[src/rtl/fpu_pipe_fwd_sb_if.sv]
// Signal bundle between float issue/FRF/long-latency unit and the forwarding controller.
// slave = controller side, master = issue/FRF/long-unit side.
interface fpu_pipe_fwd_sb_if #(
   parameter int data_width_p = 32,
   parameter int addr_w_p     = 5
);
   logic                    stall_i;
   logic                    flush_i;
   logic                    id_v_i;
   logic [addr_w_p-1:0]     id_rs1_i;
   logic [addr_w_p-1:0]     id_rs2_i;
   logic                    id_reads1_i;
   logic                    id_reads2_i;
   logic [addr_w_p-1:0]     id_rd_i;
   logic                    id_writes_i;
   logic                    id_is_load_i;
   logic                    id_is_long_i;
   logic                    long_ready_i;
   logic [data_width_p-1:0] rf_rs1_i;
   logic [data_width_p-1:0] rf_rs2_i;
   logic [data_width_p-1:0] exe_result_i;
   logic [data_width_p-1:0] load_data_i;
   logic                    long_v_i;
   logic [addr_w_p-1:0]     long_rd_i;
   logic [data_width_p-1:0] long_data_i;
   logic                    long_yumi_o;
   logic                    long_issue_o;
   logic                    issue_o;
   logic                    dep_stall_o;
   logic [data_width_p-1:0] rs1_val_o;
   logic [data_width_p-1:0] rs2_val_o;
   logic                    rf_w_v_o;
   logic [addr_w_p-1:0]     rf_w_addr_o;
   logic [data_width_p-1:0] rf_w_data_o;

   modport slave (
      input  stall_i, flush_i, id_v_i, id_rs1_i, id_rs2_i, id_reads1_i, id_reads2_i,
             id_rd_i, id_writes_i, id_is_load_i, id_is_long_i, long_ready_i,
             rf_rs1_i, rf_rs2_i, exe_result_i, load_data_i,
             long_v_i, long_rd_i, long_data_i,
      output long_yumi_o, long_issue_o, issue_o, dep_stall_o, rs1_val_o, rs2_val_o,
             rf_w_v_o, rf_w_addr_o, rf_w_data_o
   );

   modport master (
      output stall_i, flush_i, id_v_i, id_rs1_i, id_rs2_i, id_reads1_i, id_reads2_i,
             id_rd_i, id_writes_i, id_is_load_i, id_is_long_i, long_ready_i,
             rf_rs1_i, rf_rs2_i, exe_result_i, load_data_i,
             long_v_i, long_rd_i, long_data_i,
      input  long_yumi_o, long_issue_o, issue_o, dep_stall_o, rs1_val_o, rs2_val_o,
             rf_w_v_o, rf_w_addr_o, rf_w_data_o
   );
endinterface

[src/rtl/fpu_pipe_fwd_sb.sv]
// Float operand bypass, hazard detection and FRF write arbitration for a depth_p-stage pipe
// plus a long-latency scoreboard. Define FPU_FWD_EXE_BYPASS_EN to forward exe_result_i from stage 0.
module fpu_pipe_fwd_sb #(
   parameter int data_width_p = 32,
   parameter int reg_els_p    = 32,
   parameter int depth_p      = 4,
   parameter int load_stage_p = 1
) (
   input logic              clk,
   input logic              reset,
   fpu_pipe_fwd_sb_if.slave io
);
   localparam int addr_w_lp = $clog2(reg_els_p);
   localparam int tail_lp   = depth_p - 1;

`ifdef FPU_FWD_EXE_BYPASS_EN
   localparam logic exe_bypass_lp = 1'b1;
`else
   localparam logic exe_bypass_lp = 1'b0;
`endif

   logic [depth_p-1:0]      wr_q, wr_d;
   logic [depth_p-1:0]      ld_q, ld_d;
   logic [depth_p-1:0]      dv_q, dv_d;
   logic [addr_w_lp-1:0]    rd_q   [depth_p];
   logic [addr_w_lp-1:0]    rd_d   [depth_p];
   logic [data_width_p-1:0] data_q [depth_p];
   logic [data_width_p-1:0] data_d [depth_p];
   logic [reg_els_p-1:0]    sb_q, sb_d;

   logic                    issue, long_issue, dep_stall, waw;
   logic                    tail_w, long_w, rf_w_v;
   logic [addr_w_lp-1:0]    rf_w_addr;
   logic [data_width_p-1:0] rf_w_data;

   logic [1:0][addr_w_lp-1:0]    rs;
   logic [1:0]                   rs_reads, rs_haz, hit, hit_dv;
   logic [1:0][data_width_p-1:0] rf_val, rs_val;

   assign rs       = {io.id_rs2_i, io.id_rs1_i};
   assign rs_reads = {io.id_reads2_i, io.id_reads1_i};
   assign rf_val   = {io.rf_rs2_i, io.rf_rs1_i};

   // Tail owns the write port; a long result only slips into cycles the tail leaves empty.
   always_comb begin
      tail_w    = wr_q[tail_lp] & ~io.stall_i;
      long_w    = io.long_v_i & ~io.stall_i & ~tail_w;
      rf_w_v    = tail_w | long_w;
      rf_w_addr = '0;
      rf_w_data = '0;
      if (tail_w) begin
         rf_w_addr = rd_q[tail_lp];
         rf_w_data = data_q[tail_lp];
      end else if (long_w) begin
         rf_w_addr = io.long_rd_i;
         rf_w_data = io.long_data_i;
      end
   end

   // Priority builds up from lowest: FRF, write-through, oldest stage ... stage 0.
   always_comb begin
      rs_val = rf_val;
      hit    = '0;
      hit_dv = '0;
      rs_haz = '0;
      for (int p = 0; p < 2; p++) begin
         if (rf_w_v && (rf_w_addr == rs[p])) begin
            rs_val[p] = rf_w_data;
         end
         for (int s = tail_lp; s >= 1; s--) begin
            if (wr_q[s] && (rd_q[s] == rs[p])) begin
               hit[p]    = 1'b1;
               hit_dv[p] = dv_q[s];
               rs_val[p] = data_q[s];
            end
         end
         if (wr_q[0] && (rd_q[0] == rs[p])) begin
            hit[p]    = 1'b1;
            hit_dv[p] = exe_bypass_lp & ~ld_q[0];
            rs_val[p] = io.exe_result_i;
         end
         rs_haz[p] = rs_reads[p] & (sb_q[rs[p]] | (hit[p] & ~hit_dv[p]));
      end
   end

   always_comb begin
      waw = io.id_writes_i & sb_q[io.id_rd_i];
      for (int s = 0; s < depth_p; s++) begin
         if (io.id_is_long_i && wr_q[s] && (rd_q[s] == io.id_rd_i)) begin
            waw = 1'b1;
         end
      end
   end

   assign dep_stall  = io.id_v_i & ((|rs_haz) | waw);
   assign issue      = io.id_v_i & ~dep_stall & ~io.stall_i & ~io.flush_i
                     & ~(io.id_is_long_i & ~io.long_ready_i);
   assign long_issue = issue & io.id_is_long_i;

   always_comb begin
      wr_d   = wr_q;
      ld_d   = ld_q;
      dv_d   = dv_q;
      rd_d   = rd_q;
      data_d = data_q;
      sb_d   = sb_q;
      if (!io.stall_i) begin
         for (int s = tail_lp; s >= 1; s--) begin
            wr_d[s]   = wr_q[s-1];
            ld_d[s]   = ld_q[s-1];
            dv_d[s]   = dv_q[s-1];
            rd_d[s]   = rd_q[s-1];
            data_d[s] = data_q[s-1];
         end
         wr_d[1] = wr_q[0] & ~io.flush_i;
         if (!ld_q[0]) begin
            data_d[1] = io.exe_result_i;
            dv_d[1]   = 1'b1;
         end
         if (ld_q[load_stage_p]) begin
            data_d[load_stage_p+1] = io.load_data_i;
            dv_d[load_stage_p+1]   = 1'b1;
         end
         wr_d[0]   = issue & ~io.id_is_long_i & io.id_writes_i;
         ld_d[0]   = issue & ~io.id_is_long_i & io.id_is_load_i;
         dv_d[0]   = 1'b0;
         rd_d[0]   = io.id_rd_i;
         data_d[0] = '0;
      end
      // Set after clear so a same-cycle re-issue to the returning register stays pending.
      if (long_w) begin
         sb_d[io.long_rd_i] = 1'b0;
      end
      if (long_issue && io.id_writes_i) begin
         sb_d[io.id_rd_i] = 1'b1;
      end
   end

   always_ff @(posedge clk) begin
      if (reset) begin
         wr_q <= '0;
         ld_q <= '0;
         dv_q <= '0;
         sb_q <= '0;
         for (int s = 0; s < depth_p; s++) begin
            rd_q[s]   <= '0;
            data_q[s] <= '0;
         end
      end else begin
         wr_q   <= wr_d;
         ld_q   <= ld_d;
         dv_q   <= dv_d;
         sb_q   <= sb_d;
         rd_q   <= rd_d;
         data_q <= data_d;
      end
   end

   assign io.issue_o      = issue;
   assign io.long_issue_o = long_issue;
   assign io.dep_stall_o  = dep_stall;
   assign io.long_yumi_o  = long_w;
   assign io.rs1_val_o    = rs_val[0];
   assign io.rs2_val_o    = rs_val[1];
   assign io.rf_w_v_o     = rf_w_v;
   assign io.rf_w_addr_o  = rf_w_addr;
   assign io.rf_w_data_o  = rf_w_data;
endmodule
[src/flat_wrapper.sv]
// flat-port wrapper written by rule: the top's interface ports become plain ports
module fpu_pipe_fwd_sb_flat 
#(
   parameter int data_width_p = 32,
   parameter int reg_els_p    = 32,
   parameter int depth_p      = 4,
   parameter int load_stage_p = 1
)
  (clk, reset, io_stall_i, io_flush_i, io_id_v_i, io_id_rs1_i, io_id_rs2_i, io_id_reads1_i, io_id_reads2_i, io_id_rd_i, io_id_writes_i, io_id_is_load_i, io_id_is_long_i, io_long_ready_i, io_rf_rs1_i, io_rf_rs2_i, io_exe_result_i, io_load_data_i, io_long_v_i, io_long_rd_i, io_long_data_i, io_long_yumi_o, io_long_issue_o, io_issue_o, io_dep_stall_o, io_rs1_val_o, io_rs2_val_o, io_rf_w_v_o, io_rf_w_addr_o, io_rf_w_data_o);
  fpu_pipe_fwd_sb_if #(.data_width_p(data_width_p)) io_i ();
  input logic clk;
  input logic reset;
  input wire logic [$bits(io_i.stall_i)-1:0] io_stall_i;
  input wire logic [$bits(io_i.flush_i)-1:0] io_flush_i;
  input wire logic [$bits(io_i.id_v_i)-1:0] io_id_v_i;
  input wire logic [$bits(io_i.id_rs1_i)-1:0] io_id_rs1_i;
  input wire logic [$bits(io_i.id_rs2_i)-1:0] io_id_rs2_i;
  input wire logic [$bits(io_i.id_reads1_i)-1:0] io_id_reads1_i;
  input wire logic [$bits(io_i.id_reads2_i)-1:0] io_id_reads2_i;
  input wire logic [$bits(io_i.id_rd_i)-1:0] io_id_rd_i;
  input wire logic [$bits(io_i.id_writes_i)-1:0] io_id_writes_i;
  input wire logic [$bits(io_i.id_is_load_i)-1:0] io_id_is_load_i;
  input wire logic [$bits(io_i.id_is_long_i)-1:0] io_id_is_long_i;
  input wire logic [$bits(io_i.long_ready_i)-1:0] io_long_ready_i;
  input wire logic [$bits(io_i.rf_rs1_i)-1:0] io_rf_rs1_i;
  input wire logic [$bits(io_i.rf_rs2_i)-1:0] io_rf_rs2_i;
  input wire logic [$bits(io_i.exe_result_i)-1:0] io_exe_result_i;
  input wire logic [$bits(io_i.load_data_i)-1:0] io_load_data_i;
  input wire logic [$bits(io_i.long_v_i)-1:0] io_long_v_i;
  input wire logic [$bits(io_i.long_rd_i)-1:0] io_long_rd_i;
  input wire logic [$bits(io_i.long_data_i)-1:0] io_long_data_i;
  output wire logic [$bits(io_i.long_yumi_o)-1:0] io_long_yumi_o;
  output wire logic [$bits(io_i.long_issue_o)-1:0] io_long_issue_o;
  output wire logic [$bits(io_i.issue_o)-1:0] io_issue_o;
  output wire logic [$bits(io_i.dep_stall_o)-1:0] io_dep_stall_o;
  output wire logic [$bits(io_i.rs1_val_o)-1:0] io_rs1_val_o;
  output wire logic [$bits(io_i.rs2_val_o)-1:0] io_rs2_val_o;
  output wire logic [$bits(io_i.rf_w_v_o)-1:0] io_rf_w_v_o;
  output wire logic [$bits(io_i.rf_w_addr_o)-1:0] io_rf_w_addr_o;
  output wire logic [$bits(io_i.rf_w_data_o)-1:0] io_rf_w_data_o;
  assign io_i.stall_i = io_stall_i;
  assign io_i.flush_i = io_flush_i;
  assign io_i.id_v_i = io_id_v_i;
  assign io_i.id_rs1_i = io_id_rs1_i;
  assign io_i.id_rs2_i = io_id_rs2_i;
  assign io_i.id_reads1_i = io_id_reads1_i;
  assign io_i.id_reads2_i = io_id_reads2_i;
  assign io_i.id_rd_i = io_id_rd_i;
  assign io_i.id_writes_i = io_id_writes_i;
  assign io_i.id_is_load_i = io_id_is_load_i;
  assign io_i.id_is_long_i = io_id_is_long_i;
  assign io_i.long_ready_i = io_long_ready_i;
  assign io_i.rf_rs1_i = io_rf_rs1_i;
  assign io_i.rf_rs2_i = io_rf_rs2_i;
  assign io_i.exe_result_i = io_exe_result_i;
  assign io_i.load_data_i = io_load_data_i;
  assign io_i.long_v_i = io_long_v_i;
  assign io_i.long_rd_i = io_long_rd_i;
  assign io_i.long_data_i = io_long_data_i;
  assign io_long_yumi_o = io_i.long_yumi_o;
  assign io_long_issue_o = io_i.long_issue_o;
  assign io_issue_o = io_i.issue_o;
  assign io_dep_stall_o = io_i.dep_stall_o;
  assign io_rs1_val_o = io_i.rs1_val_o;
  assign io_rs2_val_o = io_i.rs2_val_o;
  assign io_rf_w_v_o = io_i.rf_w_v_o;
  assign io_rf_w_addr_o = io_i.rf_w_addr_o;
  assign io_rf_w_data_o = io_i.rf_w_data_o;
  fpu_pipe_fwd_sb #(.data_width_p(data_width_p), .reg_els_p(reg_els_p), .depth_p(depth_p), .load_stage_p(load_stage_p)) u_core (.clk(clk), .reset(reset), .io(io_i));
endmodule
[config.mk]
export PLATFORM = sky130hd
export DESIGN_NAME = fpu_pipe_fwd_sb_flat
export DESIGN_NICKNAME = d
export VERILOG_FILES = /design/src/rtl/fpu_pipe_fwd_sb_if.sv /design/src/rtl/fpu_pipe_fwd_sb.sv /design/src/flat_wrapper.sv
export SDC_FILE = /design/constraint.sdc
export NUM_CORES = 1
export LEC_CHECK = 0
export ABC_AREA = 1
export ABC_CLOCK_PERIOD_IN_PS = 3400
export CAP_MARGIN = 30
export CELL_PAD_IN_SITES_DETAIL_PLACEMENT = 0
export CELL_PAD_IN_SITES_GLOBAL_PLACEMENT = 2
export CORE_MARGIN = 2
export CORE_UTILIZATION = 25
export CTS_CLUSTER_DIAMETER = 40
export DETAILED_ROUTE_END_ITERATION = 10
export PLACE_DENSITY_LB_ADDON = 0.1
export SYNTH_ARGS = -nofsm -noshare
export SYNTH_HDL_FRONTEND = slang
export SYNTH_SLANG_ARGS = --single-unit
[constraint.sdc]
create_clock -name clk -period 3.4 [get_ports clk]
set_input_delay 0.68 -clock clk [delete_from_list [all_inputs] [get_ports clk]]
set_output_delay 0.68 -clock clk [all_outputs]
set_load 0.05 [all_outputs]
==> flow_metrics.env <==
export IMPL_route_met3_wl_mm=4.23
export IMPL_multiInputGateArea_um2=8500
export IMPL_path_class="primary input to output pin"
export IMPL_rsz0062_at_grt="true"
export IMPL_final_hold_viol_count=0
export IMPL_ys_top_cells_by_area="dfxtp_1 26%, nand2_1 20%, a21oi_1 13%"
export IMPL_hpwlAfterDp_mm=49.8
export IMPL_grt_use_total=0.277
export IMPL_ant_nets=0
export IMPL_period_share=1.05
export IMPL_p_leak_nw=8.57
export IMPL_firstDrtPassIters=6
export IMPL_synth_most_common_cell="nand2_1"
export IMPL_cts_tree="done"
export IMPL_clock_path_buffers=2
export IMPL_dpl_worst_slack_ns=-0.544
export IMPL_violations="negative setup slack"
export IMPL_cts_root_buffer="clkbuf_16"
export IMPL_slowest_stage="buf_12"
export IMPL_grt_pass1_vias=15900
export IMPL_end_kind="output pin"
export IMPL_fin_crit_ns=3.57
export IMPL_wl_mm=70.5
export IMPL_fp_dieArea_um2=50400
export IMPL_num_fill_cells=5098
export IMPL_synth_ff_type="dfxtp_1"
export IMPL_crit_fanout=12
export IMPL_start_util=0.254
export IMPL_reg2reg_from="u_core.rd_q[17]"
export IMPL_ir_worst_vdd_mv=0.367
export IMPL_critPathLaunchType="primary input"
export IMPL_numClockSinks=157
export IMPL_yosysSeqAreaShare=0.259
export IMPL_yosysTopAreaCellShare=0.259
export IMPL_yosys_area_top_type="dfxtp_1"
export IMPL_synth_common_cells="654 x nand2_1, 306 x a21oi_1, 192 x o21ai_0, 182 x inv_1, 157 x dfxtp_1"
export IMPL_cts_buffers_inserted=17
export IMPL_die_x_um=224
export IMPL_cpMostUsedCell="nand2_1"
export IMPL_fin_worst_skew_ns=0.0189
export IMPL_min_path_type="flip-flop to flip-flop"
export IMPL_cp_required_ns=2.72
export IMPL_fin_nets=2714
export IMPL_drive_gt1_frac=0.258
export IMPL_syn_area_um2=12200
export IMPL_syn_avg_cell_area_um2=5.69
export IMPL_seqCellArea_um2=3150
export IMPL_clock_latency_ns=0.50
export IMPL_antenna_found_initial=7
export IMPL_crit_start="io_stall_i"
export IMPL_route_met2_wl_mm=31.5
export IMPL_finish_instance_area_um2=19800
export IMPL_route_detailed_drc=0
export IMPL_worst_slack_ns=-0.169
export IMPL_drv_cap=0
export IMPL_grt_pass1_wl_mm=104
export IMPL_dr_max_layer_used="met5"
export IMPL_worst_slew_pin_slew_ns=0.907
export IMPL_grt_max_degree=70
export IMPL_wire_per_inst_um=22.4
export IMPL_vias=16200
export IMPL_fmax_mhz=280
export IMPL_critPathTopFamily="buffers and inverters"
export IMPL_rows=80
export IMPL_drv_slew=0
export IMPL_port_buffers=297
export IMPL_wl_met1_mm=33.2
export IMPL_synth_edf_count=0
export IMPL_gp_congestion=0.884
export IMPL_hp_start="u_core.data_q[68]"
export IMPL_syn_nets=2329
export IMPL_pin_count=298
export IMPL_ys_types=37
export IMPL_outcome="finished, violations left"
export IMPL_grt_overflow_total=0
export IMPL_core_um2=47800
export IMPL_path_cells="buf_4, inv_6, buf_8, o21ai_0, inv_1, buf_4, o21ai_1, nor2_4, nand3_4, buf_12, buf_16, nand2_4, o21ai_2, nand2_1, nand2_1, o21ai_1, nand2_1, nand2_1, nand2_2, buf_12"
export IMPL_drt_vias_per_instance=5.13
export IMPL_p_per_area_nw_per_um2=308
export IMPL_first_iter_violations=1467
export IMPL_htreeDepth=4
export IMPL_die_h_um=224
export IMPL_synthArstFlopShare=0
export IMPL_ys_ff_latch=157
export IMPL_placed_area_um2=17900
export IMPL_p_total_w=0.00611
export IMPL_cpPeakStageDelay_ns=0.20
export IMPL_clkSlewWorstSetupHoldPaths_ns=0.08
export IMPL_max_slew_margin=0.395
export IMPL_yosysWarningCount=0
export IMPL_crit_buf_inv=8
export IMPL_synth_cells=2137
export IMPL_area_growth_pct=63.2
export IMPL_setup_viol=48
export IMPL_cp_data_arrival_time_ns=2.89
[routing by layer]
metal,track usage,vias to the layer above
met5,0,-
met4,0.0861,12
met3,0.0431,96
met2,0.427,583
met1,0.395,7633
li1,-,7849
[worst paths after layout]
check	to	slack, ns	cells past startpoint
max reg2reg	u_core.wr_q[0]	0.74	14
min reg2reg	u_core.data_q[68]	0.46	2
min	u_core.data_q[68]	0.46	2
max	io_rs2_val_o[20]	-0.17	20
[cells by family after synthesis]
logic type	synth area share
DFF	0.259
xor gates and xnor gates	0.00783
AOI/OAI and AO/OA	0.290
buffers and inverters	0.120
and+or+nand+nor	0.323
[registers in the layout, indices dropped and copies added (netlist names)]
name           cells
u_core.data_q     96
u_core.sb_q       32
u_core.rd_q       20
u_core.wr_q        4
u_core.dv_q        3
u_core.ld_q        2
[what timing repair did]
action,CTS,global route
gates resized for setup,164,150
endpoints found under the hold margin,0,0
hold buffers,0,0
endpoints found under the setup margin,67,67
gates cloned,9,3
setup buffers,18,12
pin swaps,53,82
[power breakdown]
group          internal, W  leakage, nW  total (W)  switching (W)
Combinational     0.000897         7.01    0.00211        0.00121
Clock             0.000978        0.269    0.00197       0.000994
Sequential         0.00193         1.29    0.00203      0.0000986
Total              0.00381         8.57    0.00611        0.00231
[tightest hold or removal path, delay by kind of cell (launching register included)]
| family | cells | cell delay [ns] |
|---|---|---|
| DFF | 1 | 0.31 |
| and+or+nand+nor | 1 | 0.05 |
| AOI/OAI and AO/OA | 1 | 0.06 |
[metrics by stage]
| stage | hold WS, ns | std cells | TNS [ns] | utilization |
|---|---|---|---|---|
| global placement | 0.447 | 3080 | -33.55 | 0.373 |
| CTS | 0.463 | 3139 | -7.72 | 0.403 |
| global route | 0.484 | 3150 | -11.97 | 0.414 |
| detailed placement | 0.452 | 3081 | -34.97 | 0.373 |
| floorplan | 0.436 | 2137 | -0.270 | - |
| finish | 0.460 | 3151 | -3.34 | 0.414 |
[area by class of cell]
class,instances,area share
antenna,1,0.000126
sequential,157,0.159
clock buffer,18,0.0222
timing repair buffer,519,0.305
tap,615,0.0388
multi-input combinational,1625,0.429
clock inverter,14,0.00637
inverter,202,0.0401
[layout by cell type (no fill, tap or decap), types with 6 or more instances in the layout]
cell and n:
a21oi_1 296, a21oi_2 11, a22oi_1 17, a22oi_2 9
buf_12 108, buf_16 6, buf_4 182, buf_6 24
clkbuf_16 19, clkdlybuf4s50_1 171, dfxtp_1 151, dlygate4sd2_1 9
inv_1 163, inv_2 28, nand2_1 535, nand2_2 99
nand2_4 23, nand3_1 81, nand4_1 49, nor2_1 111
nor2_2 12, nor2_4 10, nor3_1 10, o211ai_1 6
o21ai_0 177, o21ai_1 70, o21ai_2 44, o21ai_4 6
o22ai_1 16
Power figures use the tool's default switching activity.
